[src/rtl/rv_fetch_queue_pkg.sv]
// Shared widths and constants for the instruction fetch queue.
package rv_fetch_queue_pkg;

  localparam int unsigned XLEN_DEFAULT     = 64;
  localparam logic [63:0] RESET_PC_DEFAULT = 64'h0;
  localparam logic [31:0] NOP_INSTR        = 32'h0000_0013;
  localparam int unsigned ILEN             = 32;

  // Queue entry is {pc, instr}: instr in the low ILEN bits, pc above it.
  function automatic int unsigned entry_width(input int unsigned xlen);
    return xlen + ILEN;
  endfunction

endpackage

[src/rtl/rv_fetch_fifo.sv]
// Synchronous FIFO with flush; count = wr - rd on extended pointers.
module rv_fetch_fifo #(
  parameter int unsigned DEPTH = 4,
  parameter int unsigned WIDTH = 96,
  localparam int unsigned AW   = $clog2(DEPTH),
  localparam int unsigned CW   = AW + 1
) (
  input  logic             clk,
  input  logic             rst,
  input  logic             flush_i,
  input  logic             push_i,
  input  logic [WIDTH-1:0] wdata_i,
  input  logic             pop_i,
  output logic [WIDTH-1:0] rdata_o,
  output logic [CW-1:0]    count_o
);

  logic [WIDTH-1:0] mem_q [DEPTH];
  logic [WIDTH-1:0] mem_d [DEPTH];
  logic [CW-1:0]    wr_ptr_q, wr_ptr_d;
  logic [CW-1:0]    rd_ptr_q, rd_ptr_d;

  always_comb begin
    wr_ptr_d = wr_ptr_q;
    rd_ptr_d = rd_ptr_q;
    mem_d    = mem_q;
    if (flush_i) begin
      rd_ptr_d = wr_ptr_q;
    end else begin
      // A push into a full queue lands in the slot the simultaneous pop frees.
      if (push_i) begin
        mem_d[wr_ptr_q[AW-1:0]] = wdata_i;
        wr_ptr_d                = wr_ptr_q + CW'(1);
      end
      if (pop_i) begin
        rd_ptr_d = rd_ptr_q + CW'(1);
      end
    end
  end

  always_ff @(posedge clk or posedge rst) begin
    if (rst) begin
      wr_ptr_q <= '0;
      rd_ptr_q <= '0;
      for (int i = 0; i < int'(DEPTH); i++) begin
        mem_q[i] <= '0;
      end
    end else begin
      wr_ptr_q <= wr_ptr_d;
      rd_ptr_q <= rd_ptr_d;
      mem_q    <= mem_d;
    end
  end

  assign rdata_o = mem_q[rd_ptr_q[AW-1:0]];
  assign count_o = wr_ptr_q - rd_ptr_q;

  overflow_chk: assert property (@(posedge clk) disable iff (rst)
    !(push_i && !pop_i && !flush_i && (count_o == CW'(DEPTH))))
    else $error("rv_fetch_fifo: push while full without pop");

endmodule

[src/rtl/rv_fetch_queue.sv]
// Sequential instruction fetch with credit-limited issue, redirect and
// stale-response discard, feeding a small {pc, instr} queue.
module rv_fetch_queue
  import rv_fetch_queue_pkg::*;
#(
  parameter int unsigned       DEPTH    = 4,
  parameter int unsigned       XLEN     = XLEN_DEFAULT,
  parameter logic [XLEN-1:0]   RESET_PC = XLEN'(RESET_PC_DEFAULT)
) (
  input  logic            clk,
  input  logic            rst,
  input  logic            redirect_i,
  input  logic [XLEN-1:0] redirect_pc_i,
  output logic            imem_req_o,
  output logic [XLEN-1:0] imem_addr_o,
  input  logic            imem_gnt_i,
  input  logic            imem_rvalid_i,
  input  logic [31:0]     imem_rdata_i,
  output logic            instr_valid_o,
  input  logic            instr_ready_i,
  output logic [31:0]     instr_o,
  output logic [XLEN-1:0] pc_o
);

  localparam int unsigned AW = $clog2(DEPTH);
  localparam int unsigned CW = AW + 1;
  localparam int unsigned SW = AW + 2;
  localparam int unsigned EW = entry_width(XLEN);

  logic [XLEN-1:0] fetch_pc_q, fetch_pc_d;
  logic [XLEN-1:0] resp_pc_q, resp_pc_d;
  logic [CW-1:0]   inflight_q, inflight_d;
  logic [CW-1:0]   discard_q, discard_d;
  logic [CW-1:0]   count;
  logic [SW-1:0]   used;
  logic [XLEN-1:0] redirect_pc;
  logic            gnt_fire;
  logic            push;
  logic            pop;
  logic [EW-1:0]   head;

  assign redirect_pc   = redirect_pc_i & ~XLEN'(3);
  assign used          = SW'(count) + SW'(inflight_q);
  // Credit: never have more outstanding than free queue slots.
  assign imem_req_o    = !rst && !redirect_i && (used < SW'(DEPTH));
  assign imem_addr_o   = fetch_pc_q;
  assign gnt_fire      = imem_req_o && imem_gnt_i;
  assign push          = imem_rvalid_i && !redirect_i && (discard_q == '0);
  assign instr_valid_o = (count != '0) && !redirect_i;
  assign pop           = instr_valid_o && instr_ready_i;
  assign instr_o       = head[ILEN-1:0];
  assign pc_o          = head[EW-1:ILEN];

  always_comb begin
    fetch_pc_d = fetch_pc_q;
    resp_pc_d  = resp_pc_q;
    inflight_d = inflight_q + CW'(gnt_fire) - CW'(imem_rvalid_i);
    discard_d  = discard_q;
    if (redirect_i) begin
      fetch_pc_d = redirect_pc;
      resp_pc_d  = redirect_pc;
      discard_d  = inflight_q - CW'(imem_rvalid_i);
    end else begin
      if (gnt_fire) fetch_pc_d = fetch_pc_q + XLEN'(4);
      if (push)     resp_pc_d  = resp_pc_q + XLEN'(4);
      if (imem_rvalid_i && (discard_q != '0)) discard_d = discard_q - CW'(1);
    end
  end

  always_ff @(posedge clk or posedge rst) begin
    if (rst) begin
      fetch_pc_q <= RESET_PC;
      resp_pc_q  <= RESET_PC;
      inflight_q <= '0;
      discard_q  <= '0;
    end else begin
      fetch_pc_q <= fetch_pc_d;
      resp_pc_q  <= resp_pc_d;
      inflight_q <= inflight_d;
      discard_q  <= discard_d;
    end
  end

  rv_fetch_fifo #(
    .DEPTH (DEPTH),
    .WIDTH (EW)
  ) u_fifo (
    .clk     (clk),
    .rst     (rst),
    .flush_i (redirect_i),
    .push_i  (push),
    .wdata_i ({resp_pc_q, imem_rdata_i}),
    .pop_i   (pop),
    .rdata_o (head),
    .count_o (count)
  );

  rvalid_chk: assert property (@(posedge clk) disable iff (rst)
    imem_rvalid_i |-> (inflight_q != '0))
    else $error("rv_fetch_queue: rvalid with nothing in flight");

endmodule

[config.mk]
export PLATFORM = sky130hd
export DESIGN_NAME = rv_fetch_queue
export DESIGN_NICKNAME = d
export VERILOG_FILES = /design/src/rtl/rv_fetch_queue_pkg.sv /design/src/rtl/rv_fetch_fifo.sv /design/src/rtl/rv_fetch_queue.sv
export SDC_FILE = /design/constraint.sdc
export NUM_CORES = 1
export LEC_CHECK = 0
export ABC_AREA = 1
export CORE_ASPECT_RATIO = 1.1
export CORE_MARGIN = 2
export CORE_UTILIZATION = 34
export DETAILED_ROUTE_END_ITERATION = 8
export GPL_TIMING_DRIVEN = 0
export PLACE_DENSITY = 0.6
export SLEW_MARGIN = 20
export SYNTH_ARGS = -nofsm -noshare
export SYNTH_HDL_FRONTEND = slang
export SYNTH_SLANG_ARGS = --single-unit
[constraint.sdc]
create_clock -name clk -period 42.1 [get_ports clk]
set_input_delay 4.21 -clock clk [delete_from_list [all_inputs] [get_ports clk]]
set_output_delay 4.21 -clock clk [all_outputs]
set_load 0.03 [all_outputs]
==> results.tsv, run 1 <==
metric	value	unit
cell count after synthesis	3358	
final setup TNS	0	ns
delay-heaviest family, CP	buffers and inverters	
Worst path slowest cell	clkdlybuf4s50_1	
worst-path cell chain	clkdlybuf4s50_1 > inv_2 > buf_2 > nand2_1 > inv_1 > clkdlybuf4s50_1	
worst reg-to-reg setup slack	36.65	ns
antenna violations before repair	0	
ANT cells	0	
DRT Wirelength	99700	um
Setup Buffers After CTS	0	
Initial DRC Count	2358	
width of the die	268	um
switch share	42.9	%
Crit path buffers/inverters	5	
clk buf depth	3	
status	finished clean	
register bit total from synthesis	512	
Synth cell types	42	
hold_buf cts	0	
CP Max Fanout	10	
final setup margin	31.58	ns
EDFF count, synth	0	
reg2reg start	u_fifo.rd_ptr_q[1]	
prevailing post-synth register cell	dfrtp_1	
worst skew pair latency	0.64	ns
layout cells sized above 1	6.92	%
post-cts gate resize count	0	
leakage	14.2	nW
Final Critical Period	10.52	ns
CP max stage delay	0.69	ns
CTS tree	yes	
worst hold slack	0.479	ns
yosys warns	0	
Die Height	294	um
core footprint	76000	um2
crit share post-route	25.0	%
RSZ-0062 raised after global routing	no	
Int Power	0.00135	W
Residual DRC	0	
CTS root buf	clkbuf_16	
Reg2Reg Depth	19	
maxcap violations	0	
hold wc startpoint	u_fifo.mem_q[200]	
Max Clock Freq	0.0950	GHz
I/O pins	264	
crit path launch	redirect_i	
arrival time at the worst endpoint	6.31	ns
first-pass GRT wire length	149000	um
Hold Path Sink	u_fifo.mem_q[200]	
Worst VDD drop	0.0384	mV
Worst-path clk slew	0.06	ns
total number of vias	24956	
clock sinks	512	
worst endpoint required time	37.89	ns
Hold WC Path Type	flop to flop	
Async SR Flop Fraction	100	%
drt first pass iters	6	
Worst slew margin	35.9	%
area of the die	78900	um2
r2r endpoint	inflight_q[2]	
number of global-route vias before repair	24168	
GRT Total Usage	25.0	%
Slew Limit Fails	0	
most frequent cell on the critical path	clkdlybuf4s50_1	
Detailed Place HPWL	73000	um
endpoints failing hold	0	
largest net degree at the start of global routing	104	
H-Tree Level Count	2	
Crit Path Class	primary input to primary output	
Core Rows	106	
Clock Skew	0.0282	ns
Port Buffers	257	
Setup-failing EPs final	0	
nets@finish	3803	
Initial Utilization	34.3	%
combinational share of power	44.1	%
Sw Pwr	0.00101	W
Power Density	73.6	nW/um2
measured slew at the worst slew-check pin	0.962	ns
P&R area growth vs syn	23.1	%
cell area after synthesis	26100	um2
wire per inst	21.0	um
Hold Path Depth	2	
TritonCTS buffer count	58	
Place WS	31.57	ns
Syn Area/Cell	7.76	um2
Final ANT Viol Nets	0	
register area share after synthesis	49.1	%
vias per inst	5.25	
aggregate global routing overflow	0	
Worst setup EP type	primary output	
sequential share of power	33.2	%
Worst Setup Start Kind	primary input	
gpl congestion	0.969	
clock network fraction of total power	22.7	%
==> synth_stat cells (all sizes together), types with 14 or more instances <==
master  count  share of area [%]
dfrtp     512                 49
xnor2      16               0.54
clkbuf    105                1.5
nor3       42                1.0
xor2       47                1.6
buf        74                1.8
nand2     896                 13
ha         16               0.77
o22ai      94                2.3
a21oi      14               0.27
o21ai     641                 12
nand3     154                3.0
inv       255                3.7
nor2      399                6.3
nand4      40                1.0
o211ai     26               0.75
==> layout by cell type (no fill, tap or decap), drive strengths merged, types with 26 or more instances in the layout <==
| master | instances |
|---|---|
| buf | 79 |
| clkbuf | 192 |
| clkdlybuf4s50 | 257 |
| dfrtp | 512 |
| inv | 256 |
| nand2 | 896 |
| nand3 | 154 |
| nand4 | 40 |
| nor2 | 399 |
| nor3 | 42 |
| o211ai | 26 |
| o21ai | 641 |
| o22ai | 94 |
| xor2 | 47 |
==> stage by stage <==
step | instance area (um2) | cells | util [%] | total power, W
2_1_floorplan | 26100 | 3361 | - | 0.00139
3_3_place_gp | 29900 | 4644 | 39.4 | 0.00182
3_5_place_dp | 30100 | 4649 | 39.6 | 0.00183
4_1_cts | 32100 | 4755 | 42.2 | 0.00237
5_1_grt | 32100 | 4755 | 42.2 | 0.00250
6_report | 32100 | 4755 | 42.2 | 0.00236
==> power by group through the flow <==
| stage | Combinational (W) | Clock [W] | Sequential [W] |
|---|---|---|---|
| after detailed placement | 0.00104 | 0 | 0.000786 |
| after global routing | 0.00113 | 0.000563 | 0.000805 |
| after CTS | 0.00105 | 0.000543 | 0.000781 |
| after floorplan | 0.000606 | 0 | 0.000784 |
| final | 0.00104 | 0.000536 | 0.000784 |
| after global placement | 0.00103 | 0 | 0.000785 |
==> how the worst max path moves through the flow <==
stage,endpoint,slack [ns],cells past startpoint
6_report,instr_valid_o,31.58,6
4_1_cts,instr_valid_o,31.56,6
2_1_floorplan,discard_q[0],23.59,1
3_3_place_gp,u_fifo.mem_q[1],16.61,2
3_5_place_dp,instr_valid_o,31.57,6
5_1_grt,instr_valid_o,31.47,6
==> logic make-up (layout without fill, tap and decap cells) <==
kind of cell / after synthesis / count (layout) / share of synthesized area [%]
compound gates: 791 / 791 / 16.1
xor+xnor: 63 / 63 / 2.12
fa+ha+maj: 18 / 18 / 0.921
buf+inv: 436 / 804 / 7.00
flops: 512 / 512 / 49.1
other cells: 1 / 4 / 0.0144
simple gates: 1537 / 1537 / 24.7
==> flip-flops by register name, summed over array words and instances, names as in the netlist <==
register,flops
discard_q,3
resp_pc_q,62
inflight_q,3
u_fifo.rd_ptr_q,3
u_fifo.wr_ptr_q,3
u_fifo.mem_q,376
imem_addr_o,62
==> worst reg2reg max path, cell delays in order, from the launching register on <==
cell and delay (ns):
dfrtp_1 0.50, inv_1 0.34, clkbuf_1 0.59, clkbuf_1 0.59
fa_1 0.31, xnor2_1 0.14, or2_2 0.15, nand2_1 0.15
ha_1 0.23, or2_0 0.21, nor2_1 0.17, nand4_2 0.32
clkbuf_1 0.39, ha_1 0.37, inv_1 0.06, ha_1 0.12
inv_1 0.05, fa_1 0.37, xnor2_1 0.14, xor2_1 0.14
==> metal layers <==
layer,GRT usage [%],wire length [um]
met1,33.4,42600
met3,3.13,6230
met4,9.31,3790
met2,41.2,47100
met5,0,0
==> area by class of cell <==
type	count	area, um2
Inverter	257	975
Clock buffer	87	1710
Fill cell	7860	43900
Timing Repair Buffer	262	2710
Tap cell	1026	1280
Sequential cell	512	12800
Clock inverter	19	290
Multi-Input combinational cell	2413	11400
Buffer	179	858
Note: power is estimated with default switching activity, not from simulation.
==> inputs of run 2 (changes only) <==
--- a/config.mk
+++ b/config.mk
@@ -11,7 +11,7 @@
 export CORE_UTILIZATION = 34
 export DETAILED_ROUTE_END_ITERATION = 8
 export GPL_TIMING_DRIVEN = 0
-export PLACE_DENSITY = 0.6
+export PLACE_DENSITY = 0.62
 export SLEW_MARGIN = 20
 export SYNTH_ARGS = -nofsm -noshare
 export SYNTH_HDL_FRONTEND = slang
==> constraint.sdc (replaced) <==
create_clock -name clk -period 9.5 [get_ports clk]
set_input_delay 0.95 -clock clk [delete_from_list [all_inputs] [get_ports clk]]
set_output_delay 0.95 -clock clk [all_outputs]
set_load 0.03 [all_outputs]
==> run 2 against run 1 <==
Worst hold slack lost 0.0021 ns. Register-to-register slack lost 33 ns. Clock-buffer cell count shrank 3. Clock power grew to 4.6 times the previous value. Critical path depth grew 6. Clock skew shrank 0.0018 ns. Sequential power grew to 4.4 times the previous value. Setup slack lost 28 ns. Sequential cell count is the same. First-iteration DRC count grew 11%. Critical path type is now flop to primary output. Critical endpoint is now imem_req_o. Largest cell class unchanged.
==> results.tsv, run 2 (synthesis gave the netlist of run 1 again) <==
metric	value	unit
first-pass GRT wire length	151000	um
Detailed Place HPWL	74300	um
design area	32400	um2
gpl congestion	0.959	
hold_buf cts	0	
CTS root buf	clkbuf_16	
Sw Pwr	0.00451	W
flip-flop count of the largest register after layout	376	
clock network fraction of total power	23.1	%
Setup-failing EPs final	0	
area of placed instances	30300	um2
Util after Layout	42.6	%
DRT Wirelength	100000	um
ANT cells	0	
Die Height	294	um
critical path capture point	imem_req_o	
Initial DRC Count	2608	
Initial Utilization	34.3	%
P&R area growth vs syn	24.1	%
core footprint	76000	um2
drt first pass iters	6	
post-cts gate resize count	0	
Slew Limit Fails	0	
Crit Path Class	flop to primary output	
crit share post-route	59.7	%
RSZ-0062 raised after global routing	no	
endpoints failing hold	0	
H-Tree Level Count	2	
worst endpoint required time	8.55	ns
measured slew at the worst slew-check pin	0.982	ns
TritonCTS buffer count	57	
leakage	14.3	nW
Setup Buffers After CTS	0	
Worst VDD drop	0.178	mV
Reg2Reg Depth	19	
Worst setup EP type	primary output	
r2r endpoint	inflight_q[2]	
Reg with most FFs	u_fifo.mem_q	
Max Clock Freq	0.176	GHz
Worst slew margin	34.6	%
Hold WC Path Type	flop to flop	
arrival time at the worst endpoint	4.73	ns
worst hold slack	0.477	ns
most frequent cell on the critical path	clkbuf_1	
antenna violations before repair	1	
nets@finish	3814	
vias per inst	5.27	
largest net degree at the start of global routing	34	
status	finished clean	
clock sinks	512	
reg2reg start	u_fifo.rd_ptr_q[1]	
Final Critical Period	5.68	ns
CP max stage delay	0.69	ns
number of global-route vias before repair	24403	
wire per inst	21.0	um
Worst path slowest cell	clkdlybuf4s50_1	
Final ANT Viol Nets	0	
final setup TNS	0	ns
Residual DRC	0	
most frequent cells in the layout	876 x nand2_1, 595 x o21ai_0, 512 x dfrtp_1	
crit path launch	u_fifo.rd_ptr_q[1]	
Clock Skew	0.0264	ns
combinational share of power	43.9	%
Int Power	0.00605	W
I/O pins	264	
clk buf depth	3	
CP Max Fanout	10	
Core Rows	106	
layout cells sized above 1	7.27	%
commonest non-fill, non-tap cell in the layout	nand2_1	
Worst-path clk slew	0.06	ns
total number of vias	25095	
sequential share of power	33.0	%
CTS tree	yes	
Port Buffers	257	
fillers	7784	
Power Density	326	nW/um2
worst reg-to-reg setup slack	4.12	ns
Worst Setup Start Kind	flop	
switch share	42.7	%
aggregate global routing overflow	0	
width of the die	268	um
area of the die	78900	um2
worst-path cell chain	inv_1 > clkbuf_1 > clkbuf_1 > fa_1 > xnor2_1 > or2_2 > nand2_1 > ha_1 > or2_0 > nor2_1 > and3_1 > clkdlybuf4s50_1	
maxcap violations	0	
GRT Total Usage	25.2	%
worst skew pair latency	0.64	ns
run 2: worst max-delay path, delay by kind of cell, from the launching register on:
family        cells  cell delay (ns)
flops             1             0.50
simple gates      5             0.84
fa+ha+maj         2             0.51
buf+inv           4             2.11
xor+xnor          1             0.14
run 2: metal layers:
| metal | global-route usage, % | share of wire [%] | vias up |
|---|---|---|---|
| met3 | 2.95 | 6.1 | 191 |
| met5 | 0 | 0 | - |
| met4 | 10.5 | 4.4 | 0 |
| li1 | - | - | 11665 |
| met1 | 33.9 | 43 | 12284 |
| met2 | 41.1 | 47 | 955 |
run 2: worst min-delay path by stage:
stage | start | to | depth (start not counted) | slack, ns
floorplan | u_fifo.mem_q[189] | u_fifo.mem_q[189] | 2 | 0.45
global placement | u_fifo.mem_q[282] | u_fifo.mem_q[282] | 2 | 0.46
detailed placement | u_fifo.mem_q[279] | u_fifo.mem_q[279] | 2 | 0.47
CTS | u_fifo.mem_q[279] | u_fifo.mem_q[279] | 2 | 0.48
global route | u_fifo.mem_q[270] | u_fifo.mem_q[270] | 2 | 0.50
finish | u_fifo.mem_q[131] | u_fifo.mem_q[131] | 2 | 0.48
run 2: power by group through the flow:
stage | logic (W) | registers, W | clock network (W)
2_1_floorplan | 0.00269 | 0.00348 | 0
3_3_place_gp | 0.00458 | 0.00348 | 0
3_5_place_dp | 0.00465 | 0.00348 | 0
4_1_cts | 0.00466 | 0.00346 | 0.00247
5_1_grt | 0.00505 | 0.00357 | 0.00255
6_report | 0.00463 | 0.00348 | 0.00244
run 2: per-stage QoR:
stage	instances	worst slack (ns)	power (W)
2_1_floorplan	3361	1.60	0.00616
3_3_place_gp	4644	-2.07	0.00806
3_5_place_dp	4661	4.09	0.00813
4_1_cts	4766	3.71	0.0106
5_1_grt	4766	3.56	0.0112
6_report	4766	3.82	0.0106
run 2: final cells by class:
cell class / count / area, um2 / area share, %
timing repair buffer: 274 / 2930 / 9.05
clock buffer: 84 / 1680 / 5.19
buffer: 179 / 858 / 2.65
clock inverter: 21 / 380 / 1.18
inverter: 257 / 971 / 3.00
sequential: 512 / 12800 / 39.6
tap: 1026 / 1280 / 3.97
multi-input combinational: 2413 / 11400 / 35.4
